### src/rtl/pipe_hazard_ctrl.sv
// rtl/pipe_hazard_ctrl.sv - front-end hazard sequencing for the 5-stage pipeline
module pipe_hazard_ctrl #(
    parameter int FLUSH_CYCLES = 0,
    parameter int CNT_W        = 32
) (
    input  logic             clk,
    input  logic             reset,
    input  logic [4:0]       ID_rs1,
    input  logic [4:0]       ID_rs2,
    input  logic             ID_use_rs1,
    input  logic             ID_use_rs2,
    input  logic [4:0]       EX_rd,
    input  logic             EX_mem_read,
    input  logic             branch_taken_EX,
    input  logic             imem_ready,
    output logic             PC_write,
    output logic             IF_ID_write,
    output logic             IF_ID_flush,
    output logic             ID_EX_bubble,
    output logic [1:0]       state_out,
    output logic [CNT_W-1:0] stall_cnt,
    output logic [CNT_W-1:0] flush_cnt
);

    typedef enum logic [1:0] {
        RUN        = 2'd0,
        FLUSH      = 2'd1,
        FETCH_WAIT = 2'd2
    } state_t;

    localparam logic [2:0] FC_INIT = 3'(FLUSH_CYCLES);

    state_t     state, state_nxt;
    logic [2:0] fc, fc_nxt;
    logic       stall_inc;
    logic [1:0] flush_inc;
    logic       load_use;

    function automatic logic [CNT_W-1:0] sat_add(input logic [CNT_W-1:0] a,
                                                 input logic [1:0]       inc);
        logic [CNT_W:0] s;
        s = {1'b0, a} + {{(CNT_W-1){1'b0}}, inc};
        return s[CNT_W] ? '1 : s[CNT_W-1:0];
    endfunction

    assign load_use = EX_mem_read && (EX_rd != 5'd0) &&
                      ((ID_use_rs1 && (EX_rd == ID_rs1)) ||
                       (ID_use_rs2 && (EX_rd == ID_rs2)));

    assign state_out = state;

    always_comb begin
        state_nxt    = RUN;
        fc_nxt       = fc;
        PC_write     = 1'b1;
        IF_ID_write  = 1'b1;
        IF_ID_flush  = 1'b0;
        ID_EX_bubble = 1'b0;
        stall_inc    = 1'b0;
        flush_inc    = 2'd0;
        if (!reset) begin
            PC_write     = 1'b0;
            IF_ID_write  = 1'b0;
            IF_ID_flush  = 1'b1;
            ID_EX_bubble = 1'b1;
        end else if (branch_taken_EX) begin
            // Redirect cycle squashes both the IF/ID slot and the ID/EX slot.
            IF_ID_flush  = 1'b1;
            ID_EX_bubble = 1'b1;
            flush_inc    = 2'd2;
            if (FLUSH_CYCLES > 0) begin
                state_nxt = FLUSH;
                fc_nxt    = FC_INIT;
            end
        end else if (state == FLUSH) begin
            IF_ID_flush = 1'b1;
            flush_inc   = 2'd1;
            fc_nxt      = fc - 3'd1;
            state_nxt   = (fc <= 3'd1) ? RUN : FLUSH;
        end else if (!imem_ready) begin
            // Let ID drain and refill IF/ID with a NOP while the PC holds.
            PC_write    = 1'b0;
            IF_ID_flush = 1'b1;
            stall_inc   = 1'b1;
            state_nxt   = (state == RUN || state == FETCH_WAIT) ? FETCH_WAIT : RUN;
        end else if (load_use) begin
            PC_write     = 1'b0;
            IF_ID_write  = 1'b0;
            ID_EX_bubble = 1'b1;
            stall_inc    = 1'b1;
        end
    end

    always_ff @(posedge clk or negedge reset) begin
        if (!reset) begin
            state     <= RUN;
            fc        <= 3'd0;
            stall_cnt <= '0;
            flush_cnt <= '0;
        end else begin
            state     <= state_nxt;
            fc        <= fc_nxt;
            stall_cnt <= sat_add(stall_cnt, {1'b0, stall_inc});
            flush_cnt <= sat_add(flush_cnt, flush_inc);
        end
    end

endmodule
### config.mk
export PLATFORM = sky130hd
export DESIGN_NAME = pipe_hazard_ctrl
export DESIGN_NICKNAME = d
export VERILOG_FILES = /design/src/rtl/pipe_hazard_ctrl.sv
export SDC_FILE = /design/constraint.sdc
export NUM_CORES = 1
export LEC_CHECK = 0
export BUFFER_PORTS_ARGS = -buffer_cell sky130_fd_sc_hd__buf_2
export CORE_MARGIN = 2
export CORE_UTILIZATION = 35
export DETAILED_ROUTE_END_ITERATION = 7
export GPL_TIMING_DRIVEN = 1
export PLACE_DENSITY = 0.57
export SLEW_MARGIN = 10
export SYNTH_ARGS = -nofsm -noshare
export SYNTH_HDL_FRONTEND = slang
export SYNTH_SLANG_ARGS = --single-unit
### constraint.sdc
create_clock -name clk -period 3.7 [get_ports clk]
set_input_delay 0.185 -clock clk [delete_from_list [all_inputs] [get_ports clk]]
set_output_delay 0.185 -clock clk [all_outputs]
set_load 0.02 [all_outputs]
# Yosys cells after proc, flatten, opt, wreduce, memory -nomap -nowiden
# Index checks and enable logic that the tools add are counted.
[totals] reg_bits=69 inputBits=22 wordCells=55
[op_classes] n_addsub=3 order_cmp=1 eq_ne=4 mux=33 bitwise_logic=1 reduce_logical=9
[op_table] cell="32-bit two-way mux" count=2
[op_table] cell="32-bit by 1-bit adder with 33-bit output" count=1
[op_table] cell="32-bit by 2-bit adder with 33-bit output" count=1
[op_table] cell="1-bit two-way mux" count=24
[op_table] cell="2-bit two-way mux" count=7
[op_table] cell="5-bit equality test" count=2
[op_table] cell="5-bit nonzero test" count=1
[op_table] cell="1-bit logical AND" count=4
[op_table] cell="3-bit by 1-bit <= comparator with 1-bit output (second input constant)" count=1
[op_table] cell="3-bit AND reduction" count=1
[op_table] cell="3-bit by 1-bit subtractor with 3-bit output (second input constant)" count=1
[op_table] cell="2-bit by 1-bit equality test with 1-bit output (second input constant)" count=1
[op_table] cell="2-bit equality test (second input constant)" count=1
[op_table] cell="2-bit zero test" count=1
[op_table] cell="1-bit logical OR" count=2
[op_table] cell="1-bit inverter" count=1

# Logic depth before layout (Yosys ltp)
# Gate-level depths: netlist of the first run.
[logic_depth] ltp_word=11 ltp_mapped=11 depth_no_buf=9

# Worst setup path after synthesis of the first run
# OpenSTA, ideal clock, no wires.
[synth_timing] path_kind="reg2reg" from="reg state[0] (netlist: state_out[0])" to="reg stall_cnt[29]" arrival_time_ps=2861 required_ps=3631 slack_ps=769 stages_incl_launch_ff=11 period_less_slack_ps=2931 cell_sequence="dfrtp_1 -> nor2b_1 -> or3_1 -> o21ai_0 -> ha_1 -> nand2_2 -> or4_4 -> or4_4 -> buf_6 -> buf_6 -> nand3_1"
[synth_between] elab_chain_len=6
[synth_rtl] item="start: declaration" line="33" rtl="state_t state, state_nxt;"
[synth_rtl] item="start signal: assignment" line="101" rtl="state <= state_nxt;"
[synth_rtl] item="2-bit by 1-bit equality test with 1-bit output" line="75" rtl="end else if (state == FLUSH) begin"
[synth_rtl] item="1-bit two-way mux" line="75"
[synth_rtl] item="1-bit two-way mux" line="66" rtl="end else if (branch_taken_EX) begin"
[synth_rtl] item="1-bit two-way mux" line="61" rtl="if (!reset) begin"
[synth_rtl] item="32-bit by 1-bit adder with 33-bit output" line="42" rtl="s = {1'b0, a} + {{(CNT_W-1){1'b0}}, inc};"
[synth_rtl] item="32-bit two-way mux" line="43" rtl="return s[CNT_W] ? '1 : s[CNT_W-1:0];"
[synth_rtl] item="end signal: assignment" line="103" rtl="stall_cnt <= sat_add(stall_cnt, {1'b0, stall_inc});"
[synth_rtl] item="end: declaration" line="21" rtl="output logic [CNT_W-1:0] stall_cnt,"
# Every way passes these cells.
# A chain may end at the register's enable or synchronous reset.

# Worst setup path in the final report of the first run
[layout_timing] from="in reset" to="reg stall_cnt[4]"
[layout_between] elab_chain_len=3
[layout_rtl] item="start: declaration" line="7" rtl="input logic reset,"
[layout_rtl] item="1-bit two-way mux" line="61"
[layout_rtl] item="32-bit by 1-bit adder with 33-bit output" line="42"
[layout_rtl] item="32-bit two-way mux" line="43"
# Every way passes these cells.

==> results of run 1 <==
==> per-stage QoR <==
step	hold slack, ns	setup WS, ns	instance area, sq um
after floorplan	-0.111	0.769	3950
after global placement	0.321	0.468	4520
after detailed placement	0.319	0.393	4520
after CTS	0.0677	0.374	4850
after global routing	0.0768	0.199	4850
final	0.0815	0.406	4850
==> kinds of logic (layout without fill, tap and decap cells) <==
| kind of cell | count (synthesis) | after routing | synth area share [%] |
|---|---|---|---|
| compound gates | 58 | 58 | 10.2 |
| xor+xnor | 25 | 25 | 5.54 |
| fa+ha+maj | 7 | 7 | 2.41 |
| buf+inv | 34 | 131 | 4.15 |
| flops | 69 | 69 | 43.7 |
| mux | 11 | 11 | 3.07 |
| simple gates | 215 | 215 | 30.9 |
==> Yosys cell counts (6+ instances only) <==
| cell | count |
|---|---|
| o31ai_1 | 7 |
| nor4_1 | 13 |
| nand3_1 | 44 |
| clkbuf_1 | 8 |
| and3_1 | 8 |
| and4_1 | 7 |
| xnor2_1 | 12 |
| nand2b_1 | 6 |
| nand2_1 | 43 |
| xor2_1 | 13 |
| or4_1 | 13 |
| o21ai_0 | 19 |
| nor2_1 | 12 |
| nand4_1 | 20 |
| dfrtp_1 | 69 |
| ha_1 | 6 |
| or3_1 | 12 |
| inv_1 | 18 |
| mux2_2 | 9 |
| nor3_1 | 8 |
==> how the worst max path moves through the flow <==
stage | start | to | cells after the start
after global routing | reset | stall_cnt[3]$_DFF_PN0_ | 10
after floorplan | state_out[0]$_DFF_PN0_ | stall_cnt[29]$_DFF_PN0_ | 10
after global placement | EX_rd[3] | stall_cnt[29]$_DFF_PN0_ | 10
after CTS | reset | stall_cnt[4]$_DFF_PN0_ | 10
after detailed placement | EX_rd[3] | stall_cnt[1]$_DFF_PN0_ | 10
final | reset | stall_cnt[4]$_DFF_PN0_ | 10
==> state kept, by name, indices dropped and copies added, names as in the netlist <==
signal     count
state_out      2
fc             3
stall_cnt     32
flush_cnt     32
==> layer usage <==
metal,vias to the layer above,GRT usage [%]
met1,1785,23.3
met5,-,0
met2,79,26.2
met4,0,3.93
met3,7,5.64
li1,1745,-
==> what timing repair did <==
action | 4_1_cts | 5_1_grt
hold buffers | 1 | 0
endpoints found under the setup margin | 0 | 0
endpoints found under the hold margin | 32 | 0
==> power by group <==
part           internal, mW  switching [mW]  leakage [nW]
clock network         0.590           0.327         0.156
logic                 0.112           0.195          1.25
registers             0.813          0.0924         0.902
total                  1.51           0.615          2.31
==> cell type report <==
class	instances	area, sq um
tap	140	175
sequential	69	1730
clock inverter	6	87.6
clock buffer	10	229
multi-input combinational	316	2060
inverter	18	67.6
fill	1099	6080
timing repair buffer	97	505
==> impl_metrics.tcl, run 1 <==
set metrics [dict create \
    dr.pass1.iters 4 \
    area_delta_synth_final_pct 22.8 \
    status "finished, final reports clean" \
    htreeDepth 3 \
    power_density_nw_per_um2 439 \
    num_rows 38 \
    ys_top_cells_by_area "dfrtp_1 (44%), nand3_1 (5.6%), nand2_1 (4.1%), nand4_1 (3.2%), xor2_1 (2.9%)" \
    met1_length_um 4860 \
    nets 540 \
    worstPathCellList "dlygate4sd3_1, buf_4, nand2b_1, or3_1, o21ai_0, ha_1, nand2_2, or4_4, or4_4, o21ai_0" \
    drive_gt1_share_pct 27.3 \
    grt_pass1_vias 3270 \
    dp_cells 639 \
    path_delay_family "simple AND/OR/NAND/NOR gates" \
    syn_nets 448 \
    core_area_sq_um 10900 \
    tns_ns 0 \
    cp.arrival_ns 3.54 \
    initial_core_util_pct 36.1 \
    yosysUniqueCellTypes 58 \
    slew_headroom_pct 31.5 \
    synth-edff-count 0 \
    p_leak_nw 2.31 \
    gr-total-overflow 0 \
    clock-sinks 69 \
    layout_min_cycle_time_ns 3.29 \
    post_cts_buffers 0 \
    maxUsedRoutingLayer "met4" \
    gp_congestion 0.792 \
    hold_viol 0 \
    worstMarginPinSlew_ns 1.02 \
    rr_startpoint "state_out[0]$_DFF_PN0_" \
    async_reset_ff_share_pct 100 \
    crit_fanout 24 \
    cts_made_buffers 9 \
    fmax_mhz 304 \
    synth_top_area_share_pct 43.7 \
    yosys.area.top_type "dfrtp_1" \
    crit_type "input port to register" \
    cpPeakStageDelay_ns 0.70 \
    min-delay-start "imem_ready" \
    cts-root-buf "clkbuf_16" \
    antenna_found_initial 0 \
    rsz0062_at_grt "no" \
    finalNonFillerCells 656 \
    syn_avg_cell_area_sq_um 9.43 \
    cp-start-kind "input port" \
    r2r_cells 8 \
    final_common_cell "buf_2" \
    cpMaxStageDelayCell "or4_4" \
    clock_latency_ns 0.33 \
    hold_path_depth 2 \
    grt_pass1_wl_um 16200 \
    place_hpwl_um 7420 \
    setup_viol 0 \
    period_share_pct 89.0 \
    yosys_register_bits 69 \
    cts_resized 0 \
    yosysWarnings 0 \
    wire_per_inst_um 15.7 \
    final_antenna_net_count 0 \
    synth_top_flop_cell "dfrtp_1" \
    die_y_um 110 \
    cts.reportedPaths.clkPinSlew_ns 0.06 \
    dieWidth_um 110 \
    endpoint_kind "register" \
    whs_endpoint "state_out[1]$_DFF_PN0_" \
    hp-class "input port to register" \
    seq_area_frac_synth_pct 43.7 \
    io_pins 92 \
    grt_max_degree 41 \
    antennaDiodeCount 0 \
    grt_usage_pct 17.1 \
    critPathRequiredTime_ns 3.95 \
    rrSetupSlack_ns 0.53 \
    r2r_end "stall_cnt[4]$_DFF_PN0_" \
    fin_worst_skew_ns 0.00788 \
    drt-initial-drc-count 218 \
    syn_inst 419 \
    remaining_drc_errors 0 \
    synth_area_sq_um 3950 \
    via_per_inst 5.51 \
    fp.dieArea_sq_um 12200 \
    utilization_pct 44.4 \
    ir_worst_vdd_mv 0.393 \
    met3WireLength_um 551 \
    layout_common_cells "buf_2 (90), dfrtp_1 (69), nand3_1 (44)" \
    drv_cap 0 \
    wl_met2_um 4810 \
    drv_slew 0 \
    io_buffers 91 \
    routed_wl_um 10300 \
    cp.buffers_inverters 2 \
    finalPower_mw 2.13 \
    clk_path_buf_depth 2 \
    route.vias.total 3616 \
    cts_tree "done" \
]
(Power assumes the default switching activity.)
==> run 2: changes to the inputs <==
--- a/config.mk
+++ b/config.mk
@@ -10,6 +10,7 @@
 export CORE_UTILIZATION = 35
 export DETAILED_ROUTE_END_ITERATION = 7
 export GPL_TIMING_DRIVEN = 1
+export HOLD_SLACK_MARGIN = 0.15
 export PLACE_DENSITY = 0.57
 export SLEW_MARGIN = 10
 export SYNTH_ARGS = -nofsm -noshare
==> impl_metrics.tcl, run 2 (synthesis gave the netlist of run 1 again) <==
set metrics [dict create \
    place_hpwl_um 7420 \
    grt_pass1_vias 3273 \
    hold_slack_ns 0.309 \
    path_delay_family "simple AND/OR/NAND/NOR gates" \
    cp-start-kind "input port" \
    cts_resized 0 \
    cts_tree "done" \
    tns_ns 0 \
    cts_made_buffers 9 \
    fmax_mhz 303 \
    cp.arrival_ns 3.55 \
    cts-root-buf "clkbuf_16" \
    initial_core_util_pct 36.1 \
    whs_endpoint "state_out[1]$_DFF_PN0_" \
    clock-sinks 69 \
    die_y_um 110 \
    critPathRequiredTime_ns 3.95 \
    ir_worst_vdd_mv 0.394 \
    clock_latency_ns 0.33 \
    crit_start "reset" \
    post_cts_buffers 0 \
    grt_pass1_wl_um 16200 \
    drv_cap 0 \
    final_common_cell "buf_2" \
    gr-total-overflow 0 \
    hp-class "input port to register" \
    hold_viol 0 \
    cpMaxStageDelayCell "or4_4" \
    r2r_end "stall_cnt[4]$_DFF_PN0_" \
    grt_max_degree 41 \
    min-delay-start "branch_taken_EX" \
    htreeDepth 3 \
    antenna_found_initial 0 \
    core_area_sq_um 10900 \
    rsz0062_at_grt "no" \
    drive_gt1_share_pct 27.3 \
    n_fill_cell 1097 \
    power_density_nw_per_um2 438 \
    grt_usage_pct 17.1 \
    layout_common_cells "buf_2 (90), dfrtp_1 (69), nand3_1 (44)" \
    clk_path_buf_depth 2 \
    period_share_pct 89.2 \
    via_per_inst 5.51 \
    slew_headroom_pct 32.7 \
    ctsHoldBuffers 2 \
    r2r_cells 8 \
    rrSetupSlack_ns 0.52 \
    crit_type "input port to register" \
    worstPathCellList "dlygate4sd3_1, buf_4, nand2b_1, or3_1, o21ai_0, ha_1, nand2_2, or4_4, or4_4, o21ai_0" \
    fin_worst_skew_ns 0.00901 \
    area_delta_synth_final_pct 23.1 \
    io_buffers 91 \
    rr_startpoint "state_out[0]$_DFF_PN0_" \
    num_rows 38 \
    drt-initial-drc-count 220 \
    largestRegisters "flush_cnt: 32 flops, stall_cnt: 32 flops, fc: 3 flops" \
    status "finished, final reports clean" \
    remaining_drc_errors 0 \
    crit_fanout 24 \
    worstMarginPinSlew_ns 1.00 \
    routed_wl_um 10300 \
    hold_path_depth 3 \
    setup_viol 0 \
    nets 541 \
    fp.dieArea_sq_um 12200 \
    cts.reportedPaths.clkPinSlew_ns 0.06 \
    drv_slew 0 \
    p_leak_nw 2.31 \
    wire_per_inst_um 15.6 \
    route.vias.total 3617 \
    final_antenna_net_count 0 \
    endpoint_kind "register" \
    dieWidth_um 110 \
    layout_min_cycle_time_ns 3.30 \
    dr.pass1.iters 4 \
    io_pins 92 \
    antennaDiodeCount 0 \
    cpPeakStageDelay_ns 0.70 \
    gp_congestion 0.792 \
    cp.buffers_inverters 2 \
]
-- run 2: worst max-delay path by stage --
stage	to	slack, ns	cells after the start
2_1_floorplan	stall_cnt[29]$_DFF_PN0_	0.77	10
3_3_place_gp	stall_cnt[29]$_DFF_PN0_	0.47	10
3_5_place_dp	stall_cnt[1]$_DFF_PN0_	0.39	10
4_1_cts	stall_cnt[4]$_DFF_PN0_	0.37	10
5_1_grt	stall_cnt[3]$_DFF_PN0_	0.20	10
6_report	stall_cnt[4]$_DFF_PN0_	0.40	10
-- run 2: final cells by class --
cell class | instances | area [sq um] | share of cell area [%]
clock buffer | 10 | 229 | 4.71
clock inverter | 6 | 87.6 | 1.80
inverter | 18 | 67.6 | 1.39
multi-input combinational | 316 | 2060 | 42.4
sequential | 69 | 1730 | 35.5
tap | 140 | 175 | 3.60
timing repair buffer | 98 | 515 | 10.6
-- run 2: worst register-to-register path, stage by stage (launching register included) --
cell     delay [ns]
dfrtp_1        0.40
nor2b_1        0.17
or3_1          0.34
o21ai_0        0.25
ha_1           0.31
nand2_2        0.12
or4_4          0.66
or4_4          0.70
o21ai_0        0.14
-- run 2: metrics by stage --
stage | std cells | utilization, % | total power [mW] | worst slack (ns) | cell area [sq um]
3_5_place_dp | 639 | 41.4 | 1.23 | 0.393 | 4520
2_1_floorplan | 419 | - | 1.10 | 0.769 | 3950
4_1_cts | 657 | 44.5 | 2.16 | 0.374 | 4860
6_report | 657 | 44.5 | 2.13 | 0.400 | 4860
5_1_grt | 657 | 44.5 | 2.25 | 0.199 | 4860
3_3_place_gp | 639 | 41.4 | 1.23 | 0.468 | 4520
-- run 2: per-layer routing --
layer / GRT usage, % / wire (um)
met4: 3.93 / 97
met1: 23.4 / 4830
met2: 26.2 / 4770
met3: 5.64 / 575
met5: 0 / 0
-- run 2: where the power goes --
| part | total [mW] | internal (mW) | switching, mW | leakage, nW |
|---|---|---|---|---|
| sequential | 0.906 | 0.813 | 0.0924 | 0.902 |
| combinational | 0.308 | 0.112 | 0.195 | 1.26 |
| clock | 0.917 | 0.590 | 0.326 | 0.156 |
==> run 3: changes to the inputs <==
--- a/config.mk
+++ b/config.mk
@@ -11,7 +11,7 @@
 export DETAILED_ROUTE_END_ITERATION = 7
 export GPL_TIMING_DRIVEN = 1
 export HOLD_SLACK_MARGIN = 0.15
-export PLACE_DENSITY = 0.57
+export PLACE_DENSITY = 0.65
 export SLEW_MARGIN = 10
 export SYNTH_ARGS = -nofsm -noshare
 export SYNTH_HDL_FRONTEND = slang
==> impl_metrics.tcl, run 3 (synthesis gave the netlist of run 1 again) <==
set metrics [dict create \
    status "finished, final reports clean" \
    post_cts_buffers 0 \
    wire_per_inst_um 15.8 \
    antenna_found_initial 0 \
    num_rows 38 \
    largestRegisters "flush_cnt: 32 flops, stall_cnt: 32 flops, fc: 3 flops" \
    cp.arrival_ns 3.36 \
    area_delta_synth_final_pct 22.0 \
    final_antenna_net_count 0 \
    cpMaxStageDelayCell "or4_4" \
    slew_headroom_pct 30.2 \
    endpoint_kind "register" \
    cts_tree "done" \
    grt_usage_pct 17.2 \
    io_pins 92 \
    tns_ns 0 \
    rsz0062_at_grt "no" \
    via_per_inst 5.56 \
    core_area_sq_um 10900 \
    clk_path_buf_depth 2 \
    hold_viol 0 \
    layout_common_cells "buf_2 (91), dfrtp_1 (69), nand3_1 (44)" \
    grt_pass1_wl_um 16200 \
    cpPeakStageDelay_ns 0.68 \
    cts.reportedPaths.clkPinSlew_ns 0.06 \
    antennaDiodeCount 0 \
    fp.dieArea_sq_um 12200 \
    crit_fanout 24 \
    cp-start-kind "register" \
    drv_cap 0 \
    cts-root-buf "clkbuf_16" \
    io_buffers 91 \
    critical_path_depth 8 \
    gp_congestion 0.831 \
    gr-total-overflow 0 \
    worstPathCellList "nor2b_1, or3_1, o21ai_0, ha_1, nand2_2, or4_4, or4_4, o21ai_0" \
    period_share_pct 84.0 \
    grt_pass1_vias 3381 \
    hp-class "input port to asynchronous set/reset pin" \
    power_density_nw_per_um2 431 \
    routed_wl_um 10400 \
    initial_core_util_pct 36.1 \
    cts_made_buffers 9 \
    setup_viol 0 \
    crit_type "register to register" \
    r2r_cells 8 \
    cp.buffers_inverters 0 \
    drt-initial-drc-count 148 \
    die_y_um 110 \
    n_fill_cell 1110 \
    worstMarginPinSlew_ns 1.04 \
    drive_gt1_share_pct 27.2 \
    dr.pass1.iters 4 \
    route.vias.total 3639 \
    ir_worst_vdd_mv 0.376 \
    clock-sinks 69 \
    p_leak_nw 2.30 \
    dieWidth_um 110 \
    grt_max_degree 73 \
    layout_min_cycle_time_ns 3.11 \
    drv_slew 0 \
    place_hpwl_um 7390 \
    path_delay_family "simple AND/OR/NAND/NOR gates" \
    hold_slack_ns 0.196 \
    remaining_drc_errors 0 \
    final_common_cell "buf_2" \
    critPathRequiredTime_ns 3.95 \
    fmax_mhz 322 \
    htreeDepth 3 \
    nets 539 \
    fin_worst_skew_ns 0.00571 \
    final-seq-area_sq_um 1730 \
    clock_latency_ns 0.33 \
    multi_input_area_sq_um 2060 \
]
## run 3: per-layer routing
layer / track usage [%] / vias up / routed length [um]
met5: 0 / - / 0
li1: - / 1743 / -
met4: 7.23 / 0 / 222
met1: 21.3 / 1768 / 4410
met3: 6.23 / 22 / 762
met2: 27.2 / 106 / 4980
## run 3: path summary, 6_finish.rpt
check,startpoint,end,slack (ns)
min in group clk,reset,state_out[1]$_DFF_PN0_,0.25
max in group asynchronous,reset,stall_cnt[24]$_DFF_PN0_,2.91
worst max register to register,state_out[0]$_DFF_PN0_,stall_cnt[4]$_DFF_PN0_,0.59
worst max-delay path,state_out[0]$_DFF_PN0_,stall_cnt[4]$_DFF_PN0_,0.59
worst min register to register,state_out[0]$_DFF_PN0_,state_out[1]$_DFF_PN0_,0.48
worst min-delay path,reset,flush_cnt[13]$_DFF_PN0_,0.20
## run 3: power by group
| group | leakage (nW) | switching, mW | internal (mW) | total, mW |
|---|---|---|---|---|
| Combinational | 1.25 | 0.197 | 0.111 | 0.308 |
| Sequential | 0.902 | 0.0955 | 0.813 | 0.909 |
| Clock | 0.149 | 0.324 | 0.535 | 0.860 |
| Total | 2.30 | 0.617 | 1.46 | 2.08 |
## run 3: final cells by class
class,count,share of cell area (%)
multi-input combinational,316,42.8
sequential,69,35.8
timing repair buffer,96,10.3
clock buffer,11,5.04
tap,140,3.64
inverter,18,1.40
clock inverter,5,1.04
## run 3: metrics by stage
stage | area [sq um] | std cells | total power [mW] | util (%) | setup slack, ns
after floorplan | 3950 | 419 | 1.10 | - | 0.769
after global placement | 4510 | 638 | 1.22 | 41.3 | 0.547
after detailed placement | 4510 | 638 | 1.23 | 41.3 | 0.423
after CTS | 4820 | 655 | 2.10 | 44.1 | 0.576
after global routing | 4820 | 655 | 2.17 | 44.1 | 0.395
final | 4820 | 655 | 2.08 | 44.1 | 0.592
## run 3: timing repair
action	CTS	global route
hold endpoints to repair	1	0
resized for setup	0	0
hold buffers	1	0
